**src/rtl/vector_sum_pipe.sv**
```systemverilog
// vector_sum_pipe
// Pipelined, back-pressured vector reduction for the matrix-multiply datapath.
// Each accepted beat carries DIM elements of W_u bits. The elements are
// registered, then summed by a registered binary adder tree. Tree outputs are
// accumulated until a beat flagged in_last closes the group, and the group
// result is held on out_sum/out_ovf until downstream takes it.
//
// Build option: define VSUM_SIGNED_EN for two's-complement elements. In that
// build, elements are sign-extended and overflow follows the signed rule.
// Without it, elements are unsigned and overflow is the carry out of W_ACC.
//
// Pipeline: input register, then $clog2(DIM) adder stages, then the
// accumulator/output register. A last beat accepted at edge t therefore
// shows out_valid after edge t+L+1.
// One global enable (en) advances every register, so a stalled output
// freezes the whole pipe.

module vector_sum_pipe #(
    parameter int DIM   = 5,
    parameter int W_u   = 8,
    parameter int W_ACC = 16
) (
    input  logic                 clk_sys,
    input  logic                 rst_b,
    input  logic                 in_valid,
    output logic                 in_ready,
    input  logic [DIM*W_u-1:0]   in_data,
    input  logic                 in_last,
    output logic                 out_valid,
    input  logic                 out_ready,
    output logic [W_ACC-1:0]     out_sum,
    output logic                 out_ovf
);

    localparam int L   = $clog2(DIM);
    localparam int NP  = 1 << L;
    localparam int W_T = W_u + L;

    logic en;

    assign en       = !out_valid || out_ready;
    assign in_ready = en;

    function automatic logic [W_T-1:0] ext_elem(input logic [W_u-1:0] e);
`ifdef VSUM_SIGNED_EN
        return W_T'($signed(e));
`else
        return W_T'(e);
`endif
    endfunction

    logic [W_T-1:0] leaf_d [NP];
    logic [W_T-1:0] leaf   [NP];
    logic           leaf_vld;
    logic           leaf_lst;

    // Unpack the beat (element 0 in the MSBs), extend, and zero-pad to a power of two
    always_comb begin
        for (int i = 0; i < NP; i++) begin
            leaf_d[i] = '0;
        end
        for (int i = 0; i < DIM; i++) begin
            leaf_d[i] = ext_elem(in_data[(DIM-1-i)*W_u +: W_u]);
        end
    end

    // Input register: captures the extended elements with their valid and last flags
    always_ff @(posedge clk_sys or negedge rst_b) begin
        if (!rst_b) begin
            for (int i = 0; i < NP; i++) begin
                leaf[i] <= '0;
            end
            leaf_vld <= 1'b0;
            leaf_lst <= 1'b0;
        end else if (en) begin
            for (int i = 0; i < NP; i++) begin
                leaf[i] <= leaf_d[i];
            end
            leaf_vld <= in_valid;
            leaf_lst <= in_valid && in_last;
        end
    end

    for (genvar k = 0; k < L; k++) begin : g_stage
        localparam int N = NP >> (k + 1);

        logic [W_T-1:0] src [2*N];
        logic           src_vld;
        logic           src_lst;
        logic [W_T-1:0] node [N];
        logic           vld;
        logic           lst;

        if (k == 0) begin : g_src
            // First tree level reads the input register
            always_comb begin
                for (int i = 0; i < 2*N; i++) begin
                    src[i] = leaf[i];
                end
                src_vld = leaf_vld;
                src_lst = leaf_lst;
            end
        end else begin : g_src
            // Later levels read the previous level's partial sums
            always_comb begin
                for (int i = 0; i < 2*N; i++) begin
                    src[i] = g_stage[k-1].node[i];
                end
                src_vld = g_stage[k-1].vld;
                src_lst = g_stage[k-1].lst;
            end
        end

        // Pairwise add; W_T bits hold the full sum, so no carry is lost
        always_ff @(posedge clk_sys or negedge rst_b) begin
            if (!rst_b) begin
                for (int i = 0; i < N; i++) begin
                    node[i] <= '0;
                end
                vld <= 1'b0;
                lst <= 1'b0;
            end else if (en) begin
                for (int i = 0; i < N; i++) begin
                    node[i] <= src[2*i] + src[2*i+1];
                end
                vld <= src_vld;
                lst <= src_lst;
            end
        end
    end

    logic [W_T-1:0]   p;
    logic             p_vld;
    logic             p_lst;
    logic [W_ACC-1:0] p_ext;
    logic [W_ACC-1:0] acc;
    logic             ovf_acc;
    logic [W_ACC-1:0] sum_nxt;
    logic             ovf_nxt;

    assign p     = g_stage[L-1].node[0];
    assign p_vld = g_stage[L-1].vld;
    assign p_lst = g_stage[L-1].lst;

`ifdef VSUM_SIGNED_EN
    // Signed add: overflow when same-sign operands give a result of the other sign
    always_comb begin
        p_ext   = W_ACC'($signed(p));
        sum_nxt = acc + p_ext;
        ovf_nxt = (acc[W_ACC-1] == p_ext[W_ACC-1]) && (sum_nxt[W_ACC-1] != acc[W_ACC-1]);
    end
`else
    // Unsigned add: overflow is the carry out of W_ACC
    always_comb begin
        p_ext              = W_ACC'(p);
        {ovf_nxt, sum_nxt} = {1'b0, acc} + {1'b0, p_ext};
    end
`endif

    // Accumulate tree outputs; a last beat publishes the group and restarts the accumulator
    always_ff @(posedge clk_sys or negedge rst_b) begin
        if (!rst_b) begin
            acc       <= '0;
            ovf_acc   <= 1'b0;
            out_sum   <= '0;
            out_ovf   <= 1'b0;
            out_valid <= 1'b0;
        end else begin
            if (out_valid && out_ready) begin
                out_valid <= 1'b0;
            end
            if (en && p_vld) begin
                if (p_lst) begin
                    out_sum   <= sum_nxt;
                    out_ovf   <= ovf_acc | ovf_nxt;
                    out_valid <= 1'b1;
                    acc       <= '0;
                    ovf_acc   <= 1'b0;
                end else begin
                    acc     <= sum_nxt;
                    ovf_acc <= ovf_acc | ovf_nxt;
                end
            end
        end
    end

endmodule
```
**config.mk**
```make
export PLATFORM = sky130hd
export DESIGN_NAME = vector_sum_pipe
export DESIGN_NICKNAME = d
export VERILOG_FILES = /design/src/rtl/vector_sum_pipe.sv
export SDC_FILE = /design/constraint.sdc
export NUM_CORES = 1
export LEC_CHECK = 0
export CORE_ASPECT_RATIO = 0.8
export CORE_UTILIZATION = 52
export CTS_CLUSTER_SIZE = 30
export DETAILED_ROUTE_END_ITERATION = 10
export HOLD_SLACK_MARGIN = 0.05
export PLACE_DENSITY = 0.8
export SYNTH_ARGS = -nofsm -noshare
export SYNTH_HDL_FRONTEND = slang
export SYNTH_SLANG_ARGS = --single-unit
```
**constraint.sdc**
```tcl
create_clock -name clk_sys -period 5.1 [get_ports clk_sys]
set_input_delay 1.275 -clock clk_sys [delete_from_list [all_inputs] [get_ports clk_sys]]
set_output_delay 1.275 -clock clk_sys [all_outputs]
set_load 0.02 [all_outputs]
```
==> metrics.txt, run 1 <==
clock buffer depth=2; ANT cells=0; Worst Tran Pin Value=1.09 ns; EDFF count, synth=0; overflow left after global routing=0; logic gate share of total power=47.8%; Switching Share=40.0%; Reg2Reg Setup Slack=2.78 ns; top post-synthesis cells by area=dfrtp_1, nand2_1, ha_1, o21ai_0, xnor2_1; final hold violations=0; routed wire length=14200 µm; layout cell share with drive strength beyond 1=7.76%; unrepaired setup endpoints after global routing=no; Hold Path End=g_stage[2].vld; total clock sinks=138; first-pass GRT wire length=24700 µm; die height=106 µm; Fmax=0.262 GHz; via/cell ratio=5.34; Placed Area=0.00776 mm²; crit-path max FO=2; Worst setup EP type=primary output; most frequent cell after synthesis=nand2_1; Arr. time, crit path=2.54 ns; HP Start=g_stage[1].vld; Max Transition Viols Final=0; minimum clock period=3.82 ns; Final HPWL DP=9680 µm; share of total power in the clock network=20.7%; worst clock skew=0.00750 ns; final setup fails=0; clock transition time at the flip-flop clock pins of the worst setup and hold paths=0.06 ns; largest net degree at the start of global routing=112; register area share after synthesis=49.5%; Max Cap Viol=0; Area Overhead vs Synth=19.9%; Skew-Pair Late Insertion Delay=0.42 ns; CTS tree=done; IO Count=64; Pwr per Cell Area=707 mW/mm²; asr flop ratio synth=100%; Worst Hold Path Cells=2; synthesis warning total=0; CTS root buf=clkbuf_16; post-DR wirelength/cell=14.2 µm; H-tree depth=4; VDD IR max=375 µV; Post-CTS Setup Bufs=0; DRC violations left=0; Reg power frac=31.5%; Synth top area share=49.5%; first-pass iteration count of the detailed router=5; cell taking the most area after synthesis=dfrtp_1; data required time of the worst path=3.83 ns; DR iter-0 viols=422; Hold Path Class=reg2reg; WHS=0.466 ns; Routed Antenna Nets=0; post-CTS sizing=0; Synthesized Nets=846; leakage=0.00395 µW; Final nets=906; startpoint types=primary input; CTS buffer count=17; Setup WS post-layout=1.28 ns; core box area=0.0130 mm²; worst slack at placement=1.29 ns; launch point of the worst reg-to-reg path=g_stage[1].node[0]; #FFs+latches synth=138; Cells after Synth=752; prevailing post-synth register cell=dfrtp_1; die area=0.0139 mm²; crit share post-route=74.8%; Slew HR=27.3%; switching pwr=2360 µW; R2R Path End=g_stage[2].node[8]; initial antenna violation count=0; Row Count=37; vias=5341; Post-Synthesis Cell Area=0.00698 mm²; hold buffer count at cts=0; Distinct cells, synth=50; GRT Overall Usage=22.6%; Die X-Extent=131 µm; Commonest cells post-synth=nand2_1, dfrtp_1, o21ai_0; status=completed; initial core utilization=53.8%; # port buffers=63; cell-internal power=3550 µW; vias in the first global route=5298; GP Congestion=0.862; Synth Area per Inst=9.28 µm²; Fin Setup TNS=0 ns; r2r worst-path depth=9; Crit Path Class=in2out; final instance area=0.00836 mm²
## sequential cells by signal (all words and copies together) (netlist names)
signal and cells:
g_stage.lst 3, out_sum 16, out_valid 1, out_ovf 1
g_stage.src_lst 1, g_stage.node 55, g_stage.src_vld 1, g_stage.src 40
acc 16, g_stage.vld 3, ovf_acc 1
## how the worst max path moves through the flow
stage,from,endpoint,slack [ns],cells after the start
floorplan,out_ready,in_ready,1.75,5
global placement,out_ready,in_ready,1.29,4
detailed placement,out_ready,in_ready,1.29,4
CTS,out_ready,in_ready,1.27,4
global route,out_ready,in_ready,1.26,4
finish,out_ready,in_ready,1.28,4
## power by group through the flow
| stage | Sequential (µW) | Clock [µW] | Combinational, µW |
|---|---|---|---|
| floorplan | 1840 | 0 | 2100 |
| global placement | 1850 | 0 | 2690 |
| detailed placement | 1870 | 0 | 2790 |
| CTS | 1860 | 1240 | 2830 |
| global route | 1920 | 1300 | 3180 |
| finish | 1860 | 1220 | 2830 |
## placed cells by master, fill, tap and decap left out, types with 2 or more instances in the layout
master	count
o31ai_1	8
fa_1	5
and3_1	2
nor2b_1	2
a211oi_2	2
ha_1	44
xor2_1	10
clkbuf_8	4
o21bai_1	7
xnor2_1	24
clkdlybuf4s50_1	62
a211oi_1	5
clkinv_4	3
nor3b_1	2
clkinv_2	5
nor2_1	34
clkbuf_16	17
nor3_1	12
a22o_1	9
bufinv_16	2
mux2_2	5
a21o_1	9
dfrtp_1	138
o21ai_2	3
a21oi_1	31
a31oi_1	5
nand3_1	2
buf_4	6
and3b_1	2
and2_1	2
nand2_1	261
a21boi_2	2
inv_1	14
o21a_1	5
o21ai_1	6
nand2b_1	3
a21oi_2	3
o21ai_0	51
## stage by stage
| stage | power [µW] | instances | utilization [%] |
|---|---|---|---|
| 2_1_floorplan | 3940 | 752 | - |
| 3_3_place_gp | 4540 | 968 | 59.9 |
| 3_5_place_dp | 4660 | 968 | 59.9 |
| 4_1_cts | 5930 | 1000 | 64.5 |
| 5_1_grt | 6390 | 1000 | 64.5 |
| 6_report | 5910 | 1000 | 64.5 |
## layer usage
metal | vias up | track usage, % | wire [µm]
li1 | 2645 | - | -
met1 | 2572 | 31.1 | 6810
met2 | 103 | 35.3 | 6520
met3 | 21 | 5.39 | 676
met4 | 0 | 7.39 | 188
met5 | - | 0 | 0
## kinds of logic (layout without fill, tap and decap cells)
family,Yosys count,after routing,share of synthesized area (%)
simple gates,328,328,18.8
xor+xnor,34,34,4.27
mux,6,6,0.951
buf+inv,43,116,2.42
fa+ha+maj,49,49,9.33
compound gates,154,154,14.7
flops,138,138,49.5
## critical path, stage by stage
cell             delay [ns]
clkdlybuf4s50_1        0.51
nor2b_4                0.05
inv_2                  0.09
clkdlybuf4s50_1        0.61
## area by class of cell
cell class | count | area [µm²]
fill | 1026 | 4600
sequential | 138 | 3450
multi-input combinational | 571 | 3360
timing repair buffer | 69 | 677
clock buffer | 21 | 480
tap | 175 | 219
clock inverter | 11 | 119
inverter | 15 | 56.3
(Power assumes the default switching activity.)
==> run 2, diff against run 1 <==
==> constraint.sdc (replaced) <==
create_clock -name clk_sys -period 3.54 [get_ports clk_sys]
set_input_delay 0.885 -clock clk_sys [delete_from_list [all_inputs] [get_ports clk_sys]]
set_output_delay 0.885 -clock clk_sys [all_outputs]
set_load 0.02 [all_outputs]
==> metrics.txt, run 2 (synthesis results as in run 1) <==
GRT Overall Usage=22.9% (+0.34 points); Hold Path Class=in2async; Max Cap Viol=0 (unchanged); CTS root buf=clkbuf_16; max reg flops=55 (unchanged); final setup fails=0 (unchanged); largest net degree at the start of global routing=112 (unchanged); ANT cells=0 (unchanged); Fin Setup TNS=0 ns (unchanged); Post-CTS Setup Bufs=0 (unchanged); data required time of the worst path=2.65 ns (-1.18 ns); CTS buffer count=17 (unchanged); status=completed; Placed Area=0.00778 mm² (+0.16%); core box area=0.0130 mm² (unchanged); Skew-Pair Late Insertion Delay=0.42 ns (about the same); IO Count=64 (unchanged); Crit Path Class=in2out; Max Transition Viols Final=0 (unchanged); unrepaired setup endpoints after global routing=no; clock buffer depth=2 (unchanged); Arr. time, crit path=2.17 ns (-0.37 ns); vias in the first global route=5420 (+2.3%); CTS tree=done; Die X-Extent=131 µm (unchanged); layout cell share with drive strength beyond 1=7.64% (-0.12 points); Final HPWL DP=9950 µm (+2.8%); leakage=0.00396 µW (+0.39%); fillcell total=1055 (+2.8%); die area=0.0139 mm² (unchanged); worst clock skew=0.00924 ns (+0.00174 ns); DRC violations left=0 (unchanged); Pwr Total=8690 µW (+47%); # port buffers=63 (unchanged); Pwr per Cell Area=1030 mW/mm² (+46%); crit-path cells=clkdlybuf4s50_1, nor2b_4, inv_2, clkdlybuf4s50_1; Worst setup EP type=primary output; Row Count=37 (unchanged); dpl cells=968 (unchanged); CP max-delay cell=clkdlybuf4s50_1; die height=106 µm (unchanged); GP Congestion=0.829 (-3.9%); vias=5335 (-0.11%); post-DR wirelength/cell=14.4 µm (+1.6%); first-pass GRT wire length=25200 µm (+1.9%); Routed Antenna Nets=0 (unchanged); final instance area=0.00841 mm² (+0.61%); crit share post-route=86.2%; H-tree depth=4 (unchanged); VDD IR max=536 µV (+43%); crit-path max FO=3 (+1); sequential cell area=0.00345 mm² (unchanged); overflow left after global routing=0 (unchanged); routed wire length=14400 µm (+1.6%); first-pass iteration count of the detailed router=4 (-1); Final nets=906 (unchanged); Area Overhead vs Synth=20.6%; initial core utilization=53.8% (unchanged); total clock sinks=138 (unchanged); area occupied by multi-input gates=0.00336 mm² (unchanged); most frequent CP cell=clkdlybuf4s50_1; minimum clock period=3.05 ns; via/cell ratio=5.34 (-0.11%); Worst Tran Pin Value=1.07 ns (-0.0233 ns); startpoint types=primary input; most frequent cells in the layout=nand2_1, dfrtp_1, clkdlybuf4s50_1; clock transition time at the flip-flop clock pins of the worst setup and hold paths=0.06 ns (about the same); Reg2Reg Setup Slack=1.16 ns (-1.62 ns); Fmax=0.328 GHz; most common cell after layout, fill and taps aside=nand2_1; hold buffer count at cts=0 (unchanged); final hold violations=0 (unchanged); final std cells w/o fill=1000 (unchanged); Slew HR=28.8% (+1.6 points); initial antenna violation count=0 (unchanged); DR iter-0 viols=314 (-26%); post-CTS sizing=0 (unchanged); worst stage delay on the critical path=0.67 ns (+0.06 ns); Reg with most FFs=g_stage.node
[run 2: cell count changes in the layout (fill, tap and decap cells not counted), sizes merged]
cell / delta
bufinv: +2
clkinv: -3
clkinvlp: +1
[run 2: final timing paths]
kind | startpoint | cells past startpoint | endpoint
worst min register to register | g_stage[1].vld | 2 | g_stage[1].vld
max in group asynchronous | rst_b | 2 | g_stage[1].node[16]
worst min-delay path | rst_b | 1 | acc[12]
worst max-delay path | out_ready | 4 | in_ready
worst max register to register | g_stage[2].node[0] | 8 | out_sum[10]
min in group clk_sys | g_stage[1].vld | 2 | g_stage[1].vld
[run 2: critical path, delay by kind of cell]
family	cells	cell delay, ns
buffers and inverters	3	1.22
AND/OR/NAND/NOR	1	0.05
[run 2: metrics by stage]
| step | hold WS, ns | worst slack [ns] | utilization [%] |
|---|---|---|---|
| after floorplan | 0.439 | 0.968 | - |
| after global placement | 0.451 | 0.473 | 60.0 |
| after detailed placement | 0.456 | 0.474 | 60.0 |
| after CTS | 0.450 | 0.477 | 64.9 |
| after global routing | 0.469 | 0.467 | 64.9 |
| final | 0.429 | 0.490 | 64.9 |
[run 2: routing by layer]
metal  up-vias  global-route usage [%]  part of all wire, %
li1       2642                       -                    -
met1      2592                    30.8                   48
met2        88                    36.7                   47
met3        13                    5.77                  4.3
met4         0                    7.06                 0.89
met5         -                       0                    0
[run 2: power by group]
group	leakage [µW]	total, µW	switching, µW	internal, µW
Sequential	0.00167	2680	444	2240
Combinational	0.00198	4100	2330	1770
Clock	0.000309	1900	670	1230
Total	0.00396	8690	3440	5240
[run 2: cell type report]
type                       instances  share of cell area (%)
sequential                       138                    41.0
multi-input combinational        571                    39.9
timing repair buffer              69                    8.19
clock buffer                      21                    5.59
tap                              175                    2.60
clock inverter                    11                    1.99
inverter                          15                   0.669
==> run 3, diff against run 2 <==
--- a/config.mk
+++ b/config.mk
@@ -5,7 +5,7 @@
 export SDC_FILE = /design/constraint.sdc
 export NUM_CORES = 1
 export LEC_CHECK = 0
-export CORE_ASPECT_RATIO = 0.8
+export ABC_AREA = 1
 export CORE_UTILIZATION = 52
 export CTS_CLUSTER_SIZE = 30
 export DETAILED_ROUTE_END_ITERATION = 10
==> metrics.txt, run 3 <==
status=completed; # port buffers=63 (unchanged); #FFs+latches synth=138 (unchanged); core box area=0.0135 mm² (+3.8%); hold buffer count at cts=0 (unchanged); Skew-Pair Late Insertion Delay=0.42 ns (about the same); largest delay contributor family on the critical path=buffers and inverters; layout cell share with drive strength beyond 1=5.21% (-2.4 points); Post-Synthesis Cell Area=0.00731 mm² (+4.7%); most frequent CP cell=clkdlybuf4s50_1; most frequent cells in the layout=nand2_1, dfrtp_1, inv_1; worst stage delay on the critical path=0.60 ns (-0.07 ns); Area Overhead vs Synth=19.6%; Setup WS post-layout=0.528 ns (+0.0386 ns); startpoint types=primary input; Cells after Synth=925 (+23%); crit-path cells=clkdlybuf4s50_1, nor2_4, inv_2, clkdlybuf4s50_1; Synth Area per Inst=7.90 µm² (-15%); Simple-Gate Fraction of Synth Area=28.9% (+10 points); Commonest cells post-synth=nand2_1, dfrtp_1, inv_1; Worst setup EP type=primary output; Row Count=42 (+14%); Adder-Cell Fraction of Synth Area=8.91% (-0.42 points); M1 wire length=6350 µm (-8.7%); Final nets=1080 (+19%); R2R Path End=out_sum[10]; Finished Core Util=64.9% (about the same); mux contribution to synthesized area=0% (-0.95 points); initial antenna violation count=0 (unchanged); final hold violations=0 (unchanged); EDFF count, synth=0 (unchanged); most common cell after layout, fill and taps aside=nand2_1; first-pass iteration count of the detailed router=6 (+2); worst clock skew=0.00955 ns (+0.000312 ns); clock buffer depth=2 (unchanged); Max Transition Viols Final=0 (unchanged); CP max-delay cell=clkdlybuf4s50_1; Crit Path Class=in2out; data required time of the worst path=2.65 ns (about the same); GRT Overall Usage=21.8% (-1.1 points); H-tree depth=4 (unchanged); top layer used by detailed routing=met4; overflow left after global routing=0 (unchanged); launch point of the worst reg-to-reg path=g_stage[2].node[0]; Final HPWL DP=9590 µm (-3.6%); worst slack at placement=0.523 ns (+0.0497 ns); fraction of synthesized cell area in xor and xnor cells=2.28% (-2.0 points); initial core utilization=54.3% (+0.49 points); vias in the first global route=5619 (+3.7%); cell taking the most area after synthesis=dfrtp_1; Reg2Reg Setup Slack=1.70 ns (+0.54 ns); Pwr per Cell Area=991 mW/mm² (-4.0%); GP Congestion=0.908 (+9.5%); crit-path max FO=3 (unchanged); minimum clock period=3.01 ns (-0.0386 ns); largest family of logic cells by synthesized area=simple AND/OR/NAND/NOR gates; final instance area=0.00874 mm² (+3.8%); Routed Antenna Nets=0 (unchanged); CTS tree=done; die area=0.0145 mm² (+4.6%); vias=5867 (+10%); die height=121 µm (+14%); register area share after synthesis=47.3% (-2.2 points); Distinct cells, synth=32 (-36%); IO Count=64 (unchanged); Synth top area share=47.3% (-2.2 points); DR WL met3=504 µm (-19%); DRC violations left=0 (unchanged); CP Capture Point=in_ready; post-CTS sizing=0 (unchanged); leakage=0.00455 µW (+15%); Placed Area=0.00808 mm² (+3.9%); routed wire length=14000 µm (-2.6%); largest net degree at the start of global routing=116 (+3.6%); WP depth=4 (unchanged); Slew HR=28.2% (-0.62 points); CTS buffer count=17 (unchanged); crit path buf inv count=3 (unchanged); total clock sinks=138 (unchanged); synthesis warning total=0 (unchanged); Arr. time, crit path=2.13 ns (-0.04 ns); first-pass GRT wire length=25100 µm (-0.60%); post-DR wirelength/cell=12.0 µm (-17%); prevailing post-synth register cell=dfrtp_1; Hold Path Class=in2async; VDD IR max=500 µV (-6.6%); asr flop ratio synth=100% (unchanged); CTS root buf=clkbuf_16; top post-synthesis cells by area=dfrtp_1, nand2_1, ha_1, nand3_1, inv_1; Synth Area in Compound Gates=6.88% (-7.8 points); Reg with most FFs=g_stage.node; Die X-Extent=121 µm (-8.3%); final setup fails=0 (unchanged); met2 routed WL=6950 µm (+3.7%); unrepaired setup endpoints after global routing=no; via/cell ratio=4.99 (-6.4%); r2r worst-path depth=8 (unchanged); Worst Tran Pin Value=1.08 ns (+0.00936 ns); ANT cells=0 (unchanged); most frequent cell after synthesis=nand2_1; DR iter-0 viols=346 (+10%); Fmax=0.332 GHz (+1.3%); Max Cap Viol=0 (unchanged); Fin Setup TNS=0 ns (unchanged); max reg flops=55 (unchanged); Synthesized Nets=1019 (+20%); clock transition time at the flip-flop clock pins of the worst setup and hold paths=0.06 ns (about the same); Post-CTS Setup Bufs=0 (unchanged); crit path from=out_ready; crit share post-route=85.1% (-1.1 points)
## run 3: per-layer routing
layer	vias to the layer above	GRT usage (%)
met5	-	0
met1	2673	27.4
met3	26	4.91
met4	0	9.18
li1	3068	-
met2	100	36.4
## run 3: logic make-up after synthesis
logic type	Yosys count
AO/OA/AOI/OAI	94
flip-flops	138
adder cells (fa/ha/maj)	49
AND/OR/NAND/NOR	519
XOR/XNOR	19
buffers and inverters	106
## run 3: worst min-delay path by stage
stage / from / endpoint / slack (ns) / cells past startpoint
floorplan: g_stage[0].src_lst / g_stage[0].lst / 0.44 / 2
global placement: g_stage[1].lst / g_stage[2].lst / 0.45 / 2
detailed placement: g_stage[0].node[18] / g_stage[1].node[7] / 0.45 / 2
CTS: rst_b / g_stage[0].src[36] / 0.48 / 1
global route: rst_b / g_stage[0].src[35] / 0.50 / 1
finish: rst_b / g_stage[0].src[36] / 0.46 / 1
## run 3: layout make-up
type | count | area [µm²]
inverters | 79 | 297
clock buffers | 19 | 443
fillers | 1146 | 4720
flip-flops and latches | 138 | 3450
well taps | 176 | 220
multi-input cells | 681 | 3430
clock inverters | 13 | 216
repair buffers | 69 | 677
## run 3: stage by stage
| stage | total power, µW | cells | hold slack [ns] |
|---|---|---|---|
| floorplan | 5720 | 925 | 0.442 |
| global placement | 6590 | 1143 | 0.450 |
| detailed placement | 6700 | 1143 | 0.453 |
| CTS | 8720 | 1175 | 0.475 |
| global route | 9520 | 1175 | 0.500 |
| finish | 8660 | 1175 | 0.459 |
## run 3: power breakdown
part / switching [µW] / total, µW / internal, µW
sequential: 406 / 2630 / 2230
combinational: 2480 / 4070 / 1590
clock: 678 / 1950 / 1270
total: 3560 / 8660 / 5090
